`config.mk`:
```
export PLATFORM = sky130hd
export DESIGN_NAME = uart_rx_frame
export DESIGN_NICKNAME = d
export VERILOG_FILES = /design/src/rtl/uart_pkg.sv /design/src/rtl/uart_rx_sampler.sv /design/src/rtl/uart_rx_frame.sv
export SDC_FILE = /design/constraint.sdc
export NUM_CORES = 1
export LEC_CHECK = 0
export CAP_MARGIN = 20
export CORE_MARGIN = 3
export CORE_UTILIZATION = 46
export DETAILED_ROUTE_END_ITERATION = 6
export HOLD_SLACK_MARGIN = 0.12
export PLACE_DENSITY = 0.67
export SLEW_MARGIN = 20
export SYNTH_ARGS = -nofsm -noshare
export SYNTH_HDL_FRONTEND = slang
export SYNTH_SLANG_ARGS = --single-unit
```
`constraint.sdc`:
```
create_clock -name clk -period 1.95 [get_ports clk]
set_input_delay 0.195 -clock clk [delete_from_list [all_inputs] [get_ports clk]]
set_output_delay 0.195 -clock clk [all_outputs]
set_load 0.01 [all_outputs]
```
`src/rtl/uart_pkg.sv`:
```
// Shared types and helpers for the uart_rx_frame receiver.
// Optional build macro used by this block: UART_RX_MAJORITY_EN.
package uart_pkg;

  typedef enum logic [2:0] {
    IDLE,
    START,
    DATA,
    PAR,
    STOP
  } uart_states;

  typedef enum logic [1:0] {
    PAR_NONE = 2'd0,
    PAR_EVEN = 2'd1,
    PAR_ODD  = 2'd2
  } parity_e;

  // Expected parity bit for up to 9 data bits (unused upper bits must be zero).
  function automatic logic exp_parity(input logic [8:0] data, input parity_e mode);
    if (mode == PAR_ODD) begin
      return ~(^data);
    end
    return ^data;
  endfunction

endpackage

```
`src/rtl/uart_rx_sampler.sv`:
```
// Input synchroniser, baud counter and bit sampler for uart_rx_frame.
// With UART_RX_MAJORITY_EN defined each sample is a 2-of-3 vote around mid-bit,
// decided one clk later than the single-sample build.
module uart_rx_sampler #(
  parameter int unsigned CLK_DIV = 16
) (
  input  logic clk,
  input  logic rst,
  input  logic rx,
  input  logic restart,
  input  logic start_phase,
  output logic rx_s,
  output logic sample_stb,
  output logic sample_bit
);

  localparam int unsigned CntW = $clog2(CLK_DIV);
  localparam int unsigned Mid  = CLK_DIV / 2 - 1;
`ifdef UART_RX_MAJORITY_EN
  localparam int unsigned Decide = Mid + 1;
`else
  localparam int unsigned Decide = Mid;
`endif

  logic            sync1_q, sync2_q;
  logic [CntW-1:0] cnt_q, cnt_d;

  // Two-flop synchroniser and baud counter state.
  always_ff @(posedge clk or posedge rst) begin
    if (rst) begin
      sync1_q <= 1'b1;
      sync2_q <= 1'b1;
      cnt_q   <= '0;
    end else begin
      sync1_q <= rx;
      sync2_q <= sync1_q;
      cnt_q   <= cnt_d;
    end
  end

  // Counter restarts on every FSM state entry and wraps once per bit period.
  always_comb begin
    cnt_d = cnt_q + 1'b1;
    if (restart || cnt_q == CntW'(CLK_DIV - 1)) begin
      cnt_d = '0;
    end
  end

  assign rx_s = sync2_q;

  // START decides at mid-bit; later states were entered just after the previous
  // decision, so a full period later lands on the same point of the next bit.
  always_comb begin
    sample_stb = start_phase ? (cnt_q == CntW'(Decide)) : (cnt_q == CntW'(CLK_DIV - 1));
  end

`ifdef UART_RX_MAJORITY_EN
  logic [1:0] hist_q;

  // History of the two previous rx_s values for the vote window.
  always_ff @(posedge clk or posedge rst) begin
    if (rst) begin
      hist_q <= 2'b11;
    end else begin
      hist_q <= {hist_q[0], sync2_q};
    end
  end

  // 2-of-3 majority over rx_s at the last three counts.
  always_comb begin
    sample_bit = (hist_q[1] & hist_q[0]) | (hist_q[1] & sync2_q) | (hist_q[0] & sync2_q);
  end
`else
  // Single sample at mid-bit.
  always_comb begin
    sample_bit = sync2_q;
  end
`endif

endmodule

```
`src/rtl/uart_rx_frame.sv`:
```
// Parametrised UART receiver: frame FSM plus single-entry valid/ready holding register.
// Optional build macro: UART_RX_MAJORITY_EN (majority-vote sampling in uart_rx_sampler).
module uart_rx_frame
  import uart_pkg::*;
#(
  parameter int unsigned CLK_DIV     = 16,
  parameter int unsigned DATA_BITS   = 8,
  parameter int unsigned PARITY_MODE = 0,
  parameter int unsigned STOP_BITS   = 2
) (
  input  logic                 clk,
  input  logic                 rst,
  input  logic                 rx,
  output logic [DATA_BITS-1:0] data_out,
  output logic                 data_valid,
  input  logic                 data_ready,
  output logic                 parity_err,
  output logic                 frame_err,
  output logic                 overrun
);

  localparam parity_e     ParMode = parity_e'(PARITY_MODE[1:0]);
  localparam int unsigned BitCntW = 4;

  uart_states           state_q, state_d;
  logic [BitCntW-1:0]   bit_cnt_q, bit_cnt_d;
  logic [DATA_BITS-1:0] shift_q, shift_d;
  logic                 par_pend_q, par_pend_d;
  logic                 frm_pend_q, frm_pend_d;
  logic [DATA_BITS-1:0] data_out_q, data_out_d;
  logic                 data_valid_q, data_valid_d;
  logic                 parity_err_q, parity_err_d;
  logic                 frame_err_q, frame_err_d;
  logic                 overrun_q, overrun_d;
  logic                 complete;
  logic [8:0]           par_data;
  logic                 rx_s, sample_stb, sample_bit;

  uart_rx_sampler #(
    .CLK_DIV(CLK_DIV)
  ) u_sampler (
    .clk        (clk),
    .rst        (rst),
    .rx         (rx),
    .restart    (state_d != state_q),
    .start_phase(state_q == START),
    .rx_s       (rx_s),
    .sample_stb (sample_stb),
    .sample_bit (sample_bit)
  );

  // Frame FSM and holding register state.
  always_ff @(posedge clk or posedge rst) begin
    if (rst) begin
      state_q      <= IDLE;
      bit_cnt_q    <= '0;
      shift_q      <= '0;
      par_pend_q   <= 1'b0;
      frm_pend_q   <= 1'b0;
      data_out_q   <= '0;
      data_valid_q <= 1'b0;
      parity_err_q <= 1'b0;
      frame_err_q  <= 1'b0;
      overrun_q    <= 1'b0;
    end else begin
      state_q      <= state_d;
      bit_cnt_q    <= bit_cnt_d;
      shift_q      <= shift_d;
      par_pend_q   <= par_pend_d;
      frm_pend_q   <= frm_pend_d;
      data_out_q   <= data_out_d;
      data_valid_q <= data_valid_d;
      parity_err_q <= parity_err_d;
      frame_err_q  <= frame_err_d;
      overrun_q    <= overrun_d;
    end
  end

  // Next-state logic: walk start, data, optional parity and stop bits.
  always_comb begin
    state_d    = state_q;
    bit_cnt_d  = bit_cnt_q;
    shift_d    = shift_q;
    par_pend_d = par_pend_q;
    frm_pend_d = frm_pend_q;
    complete   = 1'b0;
    par_data   = '0;
    par_data[DATA_BITS-1:0] = shift_q;
    unique case (state_q)
      IDLE: begin
        if (!rx_s) state_d = START;
      end
      START: begin
        if (sample_stb) begin
          if (!sample_bit) begin
            state_d    = DATA;
            bit_cnt_d  = '0;
            par_pend_d = 1'b0;
            frm_pend_d = 1'b0;
          end else begin
            state_d = IDLE;  // glitch: line back high at mid-bit
          end
        end
      end
      DATA: begin
        if (sample_stb) begin
          shift_d = {sample_bit, shift_q[DATA_BITS-1:1]};
          if (bit_cnt_q == BitCntW'(DATA_BITS - 1)) begin
            bit_cnt_d = '0;
            state_d   = (ParMode == PAR_NONE) ? STOP : PAR;
          end else begin
            bit_cnt_d = bit_cnt_q + 1'b1;
          end
        end
      end
      PAR: begin
        if (sample_stb) begin
          par_pend_d = (sample_bit != exp_parity(par_data, ParMode));
          state_d    = STOP;
        end
      end
      STOP: begin
        if (sample_stb) begin
          if (!sample_bit) frm_pend_d = 1'b1;
          if (bit_cnt_q == BitCntW'(STOP_BITS - 1)) begin
            complete  = 1'b1;
            bit_cnt_d = '0;
            state_d   = IDLE;
          end else begin
            bit_cnt_d = bit_cnt_q + 1'b1;
          end
        end
      end
      default: state_d = IDLE;
    endcase
  end

  // Holding register: load on completion if free or draining; otherwise drop and flag overrun.
  always_comb begin
    data_out_d   = data_out_q;
    data_valid_d = data_valid_q;
    parity_err_d = parity_err_q;
    frame_err_d  = frame_err_q;
    overrun_d    = 1'b0;
    if (complete) begin
      if (!data_valid_q || data_ready) begin
        data_out_d   = shift_q;
        data_valid_d = 1'b1;
        parity_err_d = par_pend_q;
        frame_err_d  = frm_pend_d;  // includes the final stop sample
      end else begin
        overrun_d = 1'b1;
      end
    end else if (data_valid_q && data_ready) begin
      data_valid_d = 1'b0;
    end
  end

  assign data_out   = data_out_q;
  assign data_valid = data_valid_q;
  assign parity_err = parity_err_q;
  assign frame_err  = frame_err_q;
  assign overrun    = overrun_q;

endmodule

```
* Word level (Yosys, flattened, before mapping) *
Cells that the tools add are included.

word-level totals
  output and inout bits = 12
  input port bits = 4
  bits in registers = 35
  logic and storage cells = 80

operators by class
  multiplexer cells = 35
  add/subtract/negate cells = 2
  reductions and logical operators = 14
  eq/ne operators = 16

operators with widths
  cell                 number
  $mux 4               7
  $mux 3               7
  $mux 1               16
  $pmux 3 s5           1
  $pmux 4 s3           1
  $ne 2x2->1 const B   5
  $reduce_xor 9->1     1
  $add 4x1->4 const B  2
  $eq 4x3->1 const B   2
  $eq 3x2->1 const B   2
  $reduce_and 2->1     3
  $reduce_and 5->1     1
  $eq 4x1->1 const B   1
  $eq 4x4->1 const B   1
  $pmux 1 s2           2
  $reduce_and 4->1     1
  $reduce_bool 2->1    2
  $eq 3x1->1 const B   1
  $eq 3x3->1 const B   1
  $logic_not 3->1      1
  $ne 3x3->1           1
  $reduce_bool 3->1    1
  $logic_or 1x1->1     2
  $mux 2               1
  4 further kinds      4

* Longest topological paths before layout *
Gate-level depths: netlist of the first run.

  depth in word-level cells = 7
  gate-level depth with buffers = 6

* Modules after synthesis *
A second synthesis of the first run with hierarchy kept.

second synthesis, totals
  cells, all modules = 139
  area total of the unflattened synthesis = 1706.6 µm²

by module, submodules not included
  module           sequential area each (µm²)  cells each  area each (µm²)  instances
  uart_rx_frame    725.7                       118         1441.4           1
  uart_rx_sampler  152.6                       21          265.3            1

* Worst setup path after synthesis of the first run *
OpenSTA, ideal clock, no wires.

  path kind = register to register
  start point = register bit_cnt_q[1]
  end point = register data_out_q[0] (netlist: data_out[0])
  stages on the path, launching flop included = 7
  arrival time = 1581 ps
  setup slack = 244 ps
  buffers on the path = 0
  cell sequence = dfrtp_1 > inv_1 > ha_1 > or3b_1 > nor2_2 > nand3_2 > mux2_2

between the ends
  longest elaborated chain between the ends = 5

ends and longest elaborated chain
  item                               line                  source
  from (decl)                        uart_rx_frame.sv:26   logic [BitCntW-1:0] bit_cnt_q, bit_cnt_d;
  from (signal assigned)             uart_rx_frame.sv:67   bit_cnt_q <= bit_cnt_d;
  $eq 4x1->1                         uart_rx_frame.sv:125  if (bit_cnt_q == BitCntW'(STOP_BITS - 1)) begin
  $mux 1                             uart_rx_frame.sv:125
  $mux 1                             uart_rx_frame.sv:123  if (sample_stb) begin
  $mux 1                             uart_rx_frame.sv:89   unique case (state_q)
  $reduce_and 2->1 (no source line)  n/a
  to (signal assigned)               uart_rx_frame.sv:71   data_out_q <= data_out_d;
  to (decl)                          uart_rx_frame.sv:30   logic [DATA_BITS-1:0] data_out_q, data_out_d;

Every way passes these cells.
A chain may end at the register's enable or synchronous reset.

* Worst setup path after layout of the first run *
Same ends and word-level chain as after synthesis.

==> results of run 1 <==
-- per-stage QoR --
stage | cells | setup slack [ns] | area (µm²)
global route | 202 | 0.0222 | 1920
finish | 202 | 0.124 | 1920
global placement | 194 | 0.115 | 1850
CTS | 202 | 0.0155 | 1900
floorplan | 136 | 0.244 | 1660
detailed placement | 194 | 0.0369 | 1850
-- cell usage after synthesis (2+ instances only) --
library cell	n
a21oi_1	2
buf_2	3
buf_4	2
dfrtp_1	33
dfstp_2	2
ha_1	3
inv_1	5
mux2_2	18
nand2_1	4
nand2b_1	3
nand3_1	6
nand3_2	2
nand4_1	2
nor2_1	8
nor2b_1	2
nor3_1	2
o211ai_1	2
o21ai_0	5
o32ai_1	2
xnor2_1	6
xor2_1	3
-- power by group --
group / switching (µW) / total, µW / internal (µW)
sequential: 119 / 936 / 817
clock: 235 / 374 / 139
combinational: 250 / 480 / 230
-- state kept, by name (all words and copies together), names as in the netlist, 3 cells and up --
name	count
bit_cnt_q	4
data_out	8
shift_q	8
state_q	3
u_sampler.cnt_q	4
-- what timing repair did --
action / in CTS / in global routing
resized for setup: 0 / 2
setup endpoints to repair: 0 / 10
hold buffers: 0 / 0
-- logic make-up after synthesis --
| kind of cell | Yosys count | share of synthesized area, % |
|---|---|---|
| simple gates | 41 | 14.8 |
| flops | 35 | 52.9 |
| fa+ha+maj | 3 | 2.26 |
| compound gates | 17 | 7.61 |
| buf+inv | 11 | 3.61 |
| mux | 19 | 12.8 |
| xor+xnor | 10 | 6.10 |
-- worst max-delay path by stage --
stage	startpoint	end	slack [ns]
6_report	bit_cnt_q[1]$_DFFE_PP0P_	data_out[0]$_DFFE_PP0P_	0.12
5_1_grt	bit_cnt_q[1]$_DFFE_PP0P_	data_out[0]$_DFFE_PP0P_	0.02
4_1_cts	bit_cnt_q[1]$_DFFE_PP0P_	data_out[7]$_DFFE_PP0P_	0.02
3_5_place_dp	bit_cnt_q[1]$_DFFE_PP0P_	data_out[0]$_DFFE_PP0P_	0.04
3_3_place_gp	bit_cnt_q[1]$_DFFE_PP0P_	frame_err$_DFFE_PP0P_	0.12
2_1_floorplan	bit_cnt_q[1]$_DFFE_PP0P_	data_out[0]$_DFFE_PP0P_	0.24
-- layout make-up --
type | count | area [µm²] | share of cell area, %
tap | 46 | 57.6 | 3.00
sequential | 35 | 878 | 45.8
clock inverter | 2 | 12.5 | 0.653
multi-input combinational | 90 | 736 | 38.4
inverter | 5 | 18.8 | 0.979
clock buffer | 6 | 41.3 | 2.15
timing repair buffer | 18 | 173 | 9.01
-- critical path: cells and delay by family, from the launching register on --
family / cells / cell delay (ns)
and+or+nand+nor: 3 / 0.73
buffers and inverters: 1 / 0.08
adders and majority gates: 1 / 0.16
muxes: 1 / 0.33
DFF: 1 / 0.41
-- metal layers --
| metal | vias to the layer above | wire length (µm) |
|---|---|---|
| li1 | 523 | - |
| met1 | 537 | 1360 |
| met2 | 16 | 1490 |
| met3 | 4 | 89 |
| met4 | 0 | 28 |
| met5 | - | 0 |
==> results by group, run 1 <==
Clocking
  – Root Driver: clkbuf_4
  – CTS tree: built
  – # H-tree levels: 2
  – Skew-Pair Late Insertion Delay: 0.33 ns
  – CTS Buf Count: 5
  – Max Buffers Root-to-Sink: 2
  – Clk pin slew, worst setup/hold paths: ~0.11 ns
  – Clock sinks: 35
  – Setup Fix Bufs, Post-CTS: 0

Worst setup path
  – CP max-delay cell: dfrtp_1
  – Reg2reg setup slack: 0.12 ns
  – CP Capture Type: flop
  – CP Cell Sequence: inv_1 -> ha_1 -> or3b_1 -> nor2_4 -> nand3_4 -> mux2_2
  – Worst path max stage delay: 0.41 ns
  – Reg-to-Reg Start: bit_cnt_q[1]$_DFFE_PP0P_
  – Required @ worst endpoint: 2.17 ns
  – Worst-path fanout max: 10
  – Worst Reg-to-Reg Cells: 6
  – Setup CP Type: flop to flop
  – Worst Setup Start Kind: flop
  – Critical Path AT: about 2.0 ns
  – Reg-to-reg endpoint: data_out[0]$_DFFE_PP0P_

Routing
  – DRC viols: 0
  – ANT nets after route: 0
  – DRT iter0 DRCs: 42
  – Vias: around 1,100
  – First drt pass iteration count: 3
  – DR WL/cell: around 15 µm
  – Final wirelength: between 2000 and 3000 µm
  – DR vias/cell: 5.35

Layout
  – Inserted Diodes: 0
  – Final-layout fill cell count: 290
  – Layout cells sized above 1: a little under a quarter
  – # nets final: 162
  – Utilization after layout: about 56%
  – Most common cell after layout, fill and taps aside: dfrtp_1
  – Syn-to-layout area delta: 15.4%
  – Commonest non-fill, non-tap cells in the layout: dfrtp_1 (33), mux2_2 (18), clkdlybuf4s50_1 (15)

Global route
  – Met1 global-route usage: roughly a fifth
  – Met3 GRT Util: approximately 4.4%
  – Largest net degree at the start of global routing: 36
  – All-Layer GR Usage: 16.0%
  – Initial antenna violation count: 0
  – Met2 GRT Util: 25.7%
  – First-pass GRT wire length: approximately 5300 µm
  – GRT busiest layer: met2
  – Total grt overflow: 0
  – Number of global-route vias before repair: between 1,000 and 1,500

Worst hold path
  – Tightest Hold Check Type: primary input to async pin

Placed design
  – Port bufs: 15
  – Routability cong.: 0.773
  – Post-DP HPWL: 2150 µm

Synthesis
  – Post-synthesis cell area: around 0.0017 mm²
  – Syn. warnings: 0
  – Mapped Cells: 136
  – Post-synth EDFFs: 0
  – Unique masters post-synth: 42
  – Seq cells post-synth: 35
  – Main flop type after synthesis: dfrtp_1
  – Post-Syn Area per Cell: between 10 and 15 µm²
  – Asr flop ratio synth: 100%
  – Register area share after synthesis: roughly 53%
  – Dominant cells by area after synthesis: dfrtp_1 (50%), mux2_2 (12%), dfstp_2 (3.2%)
  – Share of the synthesized area in the top cell type: 49.7%
  – Synth area leader: dfrtp_1
  – Net Count, Synth: around 140

STA
  – Worst-Margin Slew: about 0.43 ns
  – Clock skew: roughly 0.012 ns
  – Hold slack: 0.251 ns
  – Endpoints failing setup: 0
  – Max-slew headroom: between 70 and 80%
  – Hold Vio Cnt, Final: 0
  – Final Cycle Share: ~94%
  – Post-route minimum period: about 1.8 ns
  – Slew Viols, Final: 0
  – Max Clock Freq: around 550 MHz
  – Setup_tns: 0 ns
  – RSZ-0062 raised after global routing: false

Run status
  – Outcome: finished, final reports clean

Floorplan
  – Die H: 66.1 µm
  – Full die area: 0.00437 mm²
  – Effective utilization at floorplan: slightly below 50%
  – Std-Cell Rows: 21
  – Core Footprint: approximately 0.0034 mm²
  – Die outline width: 66.1 µm
  – I/O pin count: 16

Power
  – Design Power: approximately 1800 µW
  – Leakage: approximately 0.00088 µW
  – Max VDD drop: 403 µV
  – Cell Pwr Density: about 930 mW/mm²

Run
  – Max Cap Viol: 0
Note: power is estimated with default switching activity, not from simulation.
==> run 2: changes to the inputs <==
==> constraint.sdc (replaced) <==
create_clock -name clk -period 1.95 [get_ports clk]
set_input_delay 0.195 -clock clk [delete_from_list [all_inputs] [get_ports clk]]
set_output_delay 0.195 -clock clk [all_outputs]
set_load 0.005 [all_outputs]
==> results of run 2 <==
Final layout, timing and power as in run 1 (identical DEF).
